## src/rtl/nes_bus_pkg.sv

```systemverilog
// Shared NES system-bus definitions.
//   OAM_DMA_ADDR : CPU write address that launches a sprite DMA ($4014)
//   OAMDATA_ADDR : PPU OAM data port, destination of every DMA write ($2004)
//   dma_state_t  : states of the sprite DMA engine
package nes_bus_pkg;

    localparam logic [15:0] OAM_DMA_ADDR = 16'h4014;
    localparam logic [15:0] OAMDATA_ADDR = 16'h2004;

    typedef enum logic [2:0] {
        IDLE,
        HALT,
        ALIGN,
        READ,
        WRITE
    } dma_state_t;

endpackage

```

## src/rtl/oam_dma_arbiter.sv

```systemverilog
// Sprite DMA engine and shared-bus arbiter between the CPU core and the bus.
// Passes CPU cycles straight through while idle; a CPU write to
// DMA_TRIG_ADDR halts the CPU and copies 256 bytes from page {cpu_wdata,00}
// to OAM_DATA_ADDR, then returns the bus to the CPU.
//
// Ports:
//   clk, rst              clock, synchronous active-high reset
//   cpu_addr/wdata/we     CPU-side bus request
//   cpu_rdata             read data to the CPU (always bus_rdata)
//   cpu_rdy               CPU clock-enable, 0 while a DMA owns the bus
//   bus_addr/wdata/we     shared bus request
//   bus_rdata             shared bus read data, same cycle as bus_addr
//   dma_busy              high whenever the DMA engine is not idle
module oam_dma_arbiter
    import nes_bus_pkg::*;
#(
    parameter logic [15:0] DMA_TRIG_ADDR = OAM_DMA_ADDR,
    parameter logic [15:0] OAM_DATA_ADDR = OAMDATA_ADDR
) (
    input  logic        clk,
    input  logic        rst,
    input  logic [15:0] cpu_addr,
    input  logic [7:0]  cpu_wdata,
    input  logic        cpu_we,
    output logic [7:0]  cpu_rdata,
    output logic        cpu_rdy,
    output logic [15:0] bus_addr,
    output logic [7:0]  bus_wdata,
    output logic        bus_we,
    input  logic [7:0]  bus_rdata,
    output logic        dma_busy
);

    dma_state_t state_q, state_d;
    logic [7:0] page_q,  page_d;
    logic [7:0] idx_q,   idx_d;
    logic [7:0] latch_q, latch_d;
    logic       parity_q, parity_d;
    logic       trigger;

    // Only recognised in IDLE: the CPU is halted otherwise, and any stray
    // write seen while busy must never restart the transfer.
    assign trigger = (state_q == IDLE) && cpu_we && (cpu_addr == DMA_TRIG_ADDR);

    // Next-state logic for the FSM, transfer counter and read latch.
    always_comb begin
        state_d  = state_q;
        page_d   = page_q;
        idx_d    = idx_q;
        latch_d  = latch_q;
        parity_d = ~parity_q;
        unique case (state_q)
            IDLE: begin
                if (trigger) begin
                    page_d  = cpu_wdata;
                    idx_d   = 8'h00;
                    state_d = HALT;
                end
            end
            // Reads must land on parity-0 cycles: if HALT already sits on
            // parity 1 the next cycle is parity 0, otherwise burn one cycle.
            HALT:  state_d = parity_q ? READ : ALIGN;
            ALIGN: state_d = READ;
            READ: begin
                latch_d = bus_rdata;
                state_d = WRITE;
            end
            WRITE: begin
                // idx is 8 bits and stops at FF, so the address never
                // carries into the page byte.
                if (idx_q == 8'hFF) begin
                    state_d = IDLE;
                end else begin
                    idx_d   = idx_q + 8'h01;
                    state_d = READ;
                end
            end
            default: state_d = IDLE;
        endcase
    end

    always_ff @(posedge clk) begin
        if (rst) begin
            state_q  <= IDLE;
            page_q   <= 8'h00;
            idx_q    <= 8'h00;
            latch_q  <= 8'h00;
            parity_q <= 1'b0;
        end else begin
            state_q  <= state_d;
            page_q   <= page_d;
            idx_q    <= idx_d;
            latch_q  <= latch_d;
            parity_q <= parity_d;
        end
    end

    // Bus mux. Kept apart from the next-state block so that the
    // bus_addr -> memory -> bus_rdata path never appears as a loop.
    always_comb begin
        bus_addr  = cpu_addr;
        bus_wdata = cpu_wdata;
        bus_we    = cpu_we;
        unique case (state_q)
            IDLE: ;
            HALT, ALIGN: begin
                bus_we = 1'b0;
            end
            READ: begin
                bus_addr = {page_q, idx_q};
                bus_we   = 1'b0;
            end
            WRITE: begin
                bus_addr  = OAM_DATA_ADDR;
                bus_wdata = latch_q;
                bus_we    = 1'b1;
            end
            default: begin
                bus_we = 1'b0;
            end
        endcase
    end

    // Decoded from registered state only, so these never glitch.
    assign cpu_rdy   = (state_q == IDLE);
    assign dma_busy  = (state_q != IDLE);
    assign cpu_rdata = bus_rdata;

endmodule

```

## config.mk

```make
export PLATFORM = sky130hd
export DESIGN_NAME = oam_dma_arbiter
export DESIGN_NICKNAME = d
export VERILOG_FILES = /design/src/rtl/nes_bus_pkg.sv /design/src/rtl/oam_dma_arbiter.sv
export SDC_FILE = /design/constraint.sdc
export NUM_CORES = 1
export LEC_CHECK = 0
export ABC_AREA = 1
export CAP_MARGIN = 10
export CORE_MARGIN = 5
export CORE_UTILIZATION = 40
export CTS_BUF_LIST = sky130_fd_sc_hd__clkbuf_8
export DETAILED_ROUTE_END_ITERATION = 6
export PLACE_DENSITY = 0.87
export SKIP_CTS_REPAIR_TIMING = 1
export SLEW_MARGIN = 20
export SYNTH_ARGS = -nofsm -noshare
export SYNTH_HDL_FRONTEND = slang
export SYNTH_SLANG_ARGS = --single-unit
```

## constraint.sdc

```tcl
create_clock -name clk -period 1.36 [get_ports clk]
set_input_delay 0.272 -clock clk [delete_from_list [all_inputs] [get_ports clk]]
set_output_delay 0.272 -clock clk [all_outputs]
set_load 0.05 [all_outputs]
```

== Word level (Yosys, flattened, before mapping) ==
Cells that the tools add are included.

* Add/sub/neg operators: 1
* Equal/unequal tests: 8
* Muxes and demuxes: 10
* Bitwise gates (word level): 1
* Reduce and logical (&&, ||, !) cells: 7

{| class="wikitable"
|+ Operators with widths
! operator !! count
|-
| case mux 16 bit (2 select lines) || 1
|-
| two-way mux 8 bit || 3
|-
| equality test 16 x 15 -> 1 bit (second input constant) || 1
|-
| case mux 8 bit (2 select lines) || 1
|-
| case mux 3 bit (5 select lines) || 1
|-
| adder 8 x 1 -> 8 bit (second input constant) || 1
|-
| equality test 8 bit (second input constant) || 1
|-
| equality test 3 x 2 -> 1 bit (second input constant) || 2
|-
| inequality test 2 bit (second input constant) || 2
|-
| equality test 3 x 1 -> 1 bit (second input constant) || 1
|-
| equality test 3 bit (second input constant) || 1
|-
| zero test 3 bit || 1
|-
| two-way mux 3 bit || 1
|-
| AND reduction 3 bit || 1
|-
| nonzero test 3 bit || 1
|-
| logical AND 1 bit || 2
|-
| two-way mux 2 bit || 1
|-
| case mux 1 bit (2 select lines) || 1
|-
| AND reduction 2 bit || 1
|-
| nonzero test 2 bit || 1
|-
| two-way mux 1 bit || 1
|-
| NOT 1 bit || 1
|}

* Bits in registers: 28
* Input bits: 35
* Output and inout port bits: 35
* Logic and storage cells: 32

== Logic depth before layout (Yosys ltp) ==
* Depth in word-level cells: 5
* Gate-level depth with buffers: 9
* Mapped depth without buffers: 9

== Worst setup path before layout ==
OpenSTA, ideal clock, no wires.

* Path type: register to output
* From: register state_q[0]
* To: output port bus_addr[12]
* Arrival: 1645 ps
* Slack: -557 ps
* Cell stages (with the launch flop): 6
* Path buffers: 1
* Cells stage by stage: dfxtp_1 nand2_1 nor2_1 inv_2 clkbuf_1 o22ai_1

* Word-level cells in the longest chain between the ends: 2
* Elaborated cells between the ends (all ways): 3
* Those cells by class: 2 x eq/ne; 1 x mux

{| class="wikitable"
|+ RTL lines
! element !! line !! text
|-
| start, declared || oam_dma_arbiter.sv:34 || <nowiki>dma_state_t state_q, state_d;</nowiki>
|-
| start signal, assigned || oam_dma_arbiter.sv:90 || <nowiki>state_q <= state_d;</nowiki>
|-
| equality test 3 bit or equality test 3 x 2 -> 1 bit (tied branches) || oam_dma_arbiter.sv:104 || <nowiki>unique case (state_q)</nowiki>
|-
| case mux 16 bit (2 select lines) (*) || oam_dma_arbiter.sv:104 ||
|-
| end, declared || oam_dma_arbiter.sv:27 || <nowiki>output logic [15:0] bus_addr,</nowiki>
|}

Mark *: on every way between the ends. The rest lies on a longest branch, timed or not.

== Final worst setup path ==
* From: register state_q[1]
* To: output port bus_addr[6]

The elaborated chain is that of the path after synthesis.

==> run metrics <==
via density per instance=around 6; Routed Antenna Nets=0; leak pwr=between 1.5 and 2 nW; type of the worst setup path=register to primary output; Worst Path Max Fanout=7; H-tree depth=1; status=complete, but fails checks; die height=around 75 um; Worst Setup Slack post-DPL=-0.4819 ns; first-pass iteration count of the detailed router=5; post-layout worst setup margin=-0.4334 ns; arrival time at the worst endpoint=~1.5 ns; CTS tree=built; max capacitance violation total=0; layout cells sized above 1=46.88%; die area=~5600 um^2; routed via count=2512; antenna violations before repair=0; critical path cell sequence=nand2_4 -> nor2_4 -> clkinv_4 -> buf_6 -> nand3_1 -> o21ai_4 -> buf_12; Largest delay share family, worst path=buffers and inverters; vias in the first global route=2261; synthesized-area fraction occupied by adder cells=0.7391%; fmax=around 0.56 GHz; setup clock skew after layout=~0.012 ns; post-detailed-route DRC marker count=0; CP Buf/Inv Count=3; Placer Congestion=0.8788; tightest slew margin relative to the limit=between 70 and 80%; clk sink count=28; Final Routed Wirelength=9425 um; Power per Cell Area=roughly 700 nW/um^2; chip width=75.06 um; maximum cell stage delay along the critical path=slightly below 0.4 ns; violated checks=negative setup slack; master cell of the clock root buffer=clkbuf_8; distinct cell type count after synthesis=25; category of the worst setup path launch point=register; hpwl dp=between 4000 and 5000 um; final hold viol count=0; yosys synthesis warning count=0; net count reported at finish=slightly above 400; final cycle utilization of the critical path=131.9%; CP endpoint kind=primary output; I/O pin total=70; synthesized-area fraction occupied by ao, oa, aoi and oai cells=between 10% and 20%; Post-Synth XOR/XNOR Area=less than 1%; post-synthesis mux area share=0%; average wire per cell in the routed design=22.49 um; area of the core=roughly 4100 um^2; Congestion Overflow GR=0; Worst EP required=1.09 ns; count of mapped cells out of synthesis=275; buffers from clock root to sink, at most=2; flop and latch count out of synthesis=28; Top FF cell, synth=dfxtp_1; initial DRC count=approximately 310; Hold Path Class=register to register; fraction of registers with async set/reset=0%; final setup violation count=45; GRT Overall Usage=about a quarter; initial core utilization=between 40% and 50%; fraction of synthesized cell area taken by the top area cell type=33.11%; Least-Margin Pin Slew=between 0.4 and 0.5 ns; setup repair after global routing missed its margin=yes; Yosys top cell by area=dfxtp_1; area added between synthesis and finish=118.6%; Pins Over Slew Limit=0; clock edge transition at the registers on the reported setup and hold paths=0.09 ns; maximum number of pins on one net before global-route repair=21; standard-cell row count=23; Post-Synthesis Mean Instance Area=6.156 um^2; maximum ir drop on the vdd rail=about 0.56 mV; worst-skew pair later-pin latency=between 0.2 and 0.3 ns; wire length of the first global-routing pass=approximately 11000 um; port bufs=69; top cell types by occurrence after synthesis=nand2_1 (66), nor2_1 (61), dfxtp_1 (28); number of synthesized flops with an enable pin=0; top cells by area, synth=dfxtp_1 (33%), nand2_1 (15%), nor2_1 (14%); cell at the slowest stage of the critical path=dfxtp_4; cts bufs inserted=3; summed negative setup slack over all endpoints=-14.90 ns; sequential share of the synthesized area=33.11%; number of nets in the synthesized netlist=311; mapped cell area=approximately 1700 um^2; final period demand of the worst path=1.793 ns; Ant. Diodes=0; Final Util=91.18%; synthesized-area fraction occupied by and/or/nand/nor cells=around two fifths; total chip power=roughly 2.6 mW; cell with the most instances after synthesis=nand2_1; largest family of logic cells by synthesized area=simple AND/OR/NAND/NOR gates
==> logic make-up (layout without fill, tap and decap cells) <==
group,Yosys count,count (layout)
AND/OR/NAND/NOR,160,160
buffers and inverters,50,144
AO/OA/AOI/OAI,35,35
flip-flops,28,28
adder cells (fa/ha/maj),1,1
XOR/XNOR,1,1
==> sequential cells by signal, summed over array words and instances (netlist names) <==
signal    count
parity_q      1
latch_q       8
state_q       3
idx_q         8
page_q        8
==> where the power goes <==
part,internal (mW),switching [mW]
Clock,0.261,0.289
Combinational,0.589,0.635
Sequential,0.836,0.0214
Total,1.69,0.945
==> worst register-to-register path, stage by stage, from the launching register on <==
cell and delay (ns):
dfxtp_4 0.38, nor2_4 0.15, buf_6 0.15, nand2_8 0.08
nor2_4 0.16, nand3_4 0.18, buf_12 0.21, nor2_1 0.17
nor2_1 0.08
==> area by class of cell <==
type	instances	area, um^2
flip-flops and latches	28	573.1
multi-input cells	197	1396
well taps	50	62.56
clock buffers	4	55.05
repair buffers	110	1475
inverters	30	137.6
fillers	143	357.8
==> path summary, 6_finish.rpt <==
| check | start | to | slack (ns) | depth (start not counted) |
|---|---|---|---|---|
| min reg2reg | parity_q | parity_q | 0.46 | 1 |
| max | state_q[1] | bus_addr[6] | -0.43 | 7 |
| max reg2reg | state_q[0] | page_q[7] | -0.27 | 8 |
| min | parity_q | parity_q | 0.46 | 1 |
==> stage by stage <==
step / cells / instance area [um^2] / hold slack (ns)
after floorplan: 275 / 1998 / 0.3871
after global placement: 407 / 3233 / 0.3964
after detailed placement: 407 / 3233 / 0.4004
after CTS: 411 / 3288 / 0.4137
after global routing: 419 / 3700 / 0.4818
final: 419 / 3700 / 0.4554
==> per-layer routing <==
layer  track usage, %  part of all wire (%)  vias to the layer above  routed length (um)
li1                 -                     -                     1043                   -
met4            16.21                   7.1                        0                 668
met2            42.94                    48                      232                4496
met5                0                     0                        -                   0
met3            5.207                    10                       81                 944
met1            30.31                    35                     1156                3316
==> cell usage in the layout, fill, tap and decap left out, types with 7 or more instances in the layout <==
cell type and n:
inv_1 21, buf_6 7, dfxtp_1 24, nand3_2 9, buf_12 40, o21ai_0 12, buf_4 27, nor2_2 8
nand2_2 13, nand2_1 39, o21ai_4 11, nand3_1 12, nand2_4 16, clkdlybuf4s50_1 33, nor2_1 50
No activity file was read; power rests on OpenSTA's default activity.
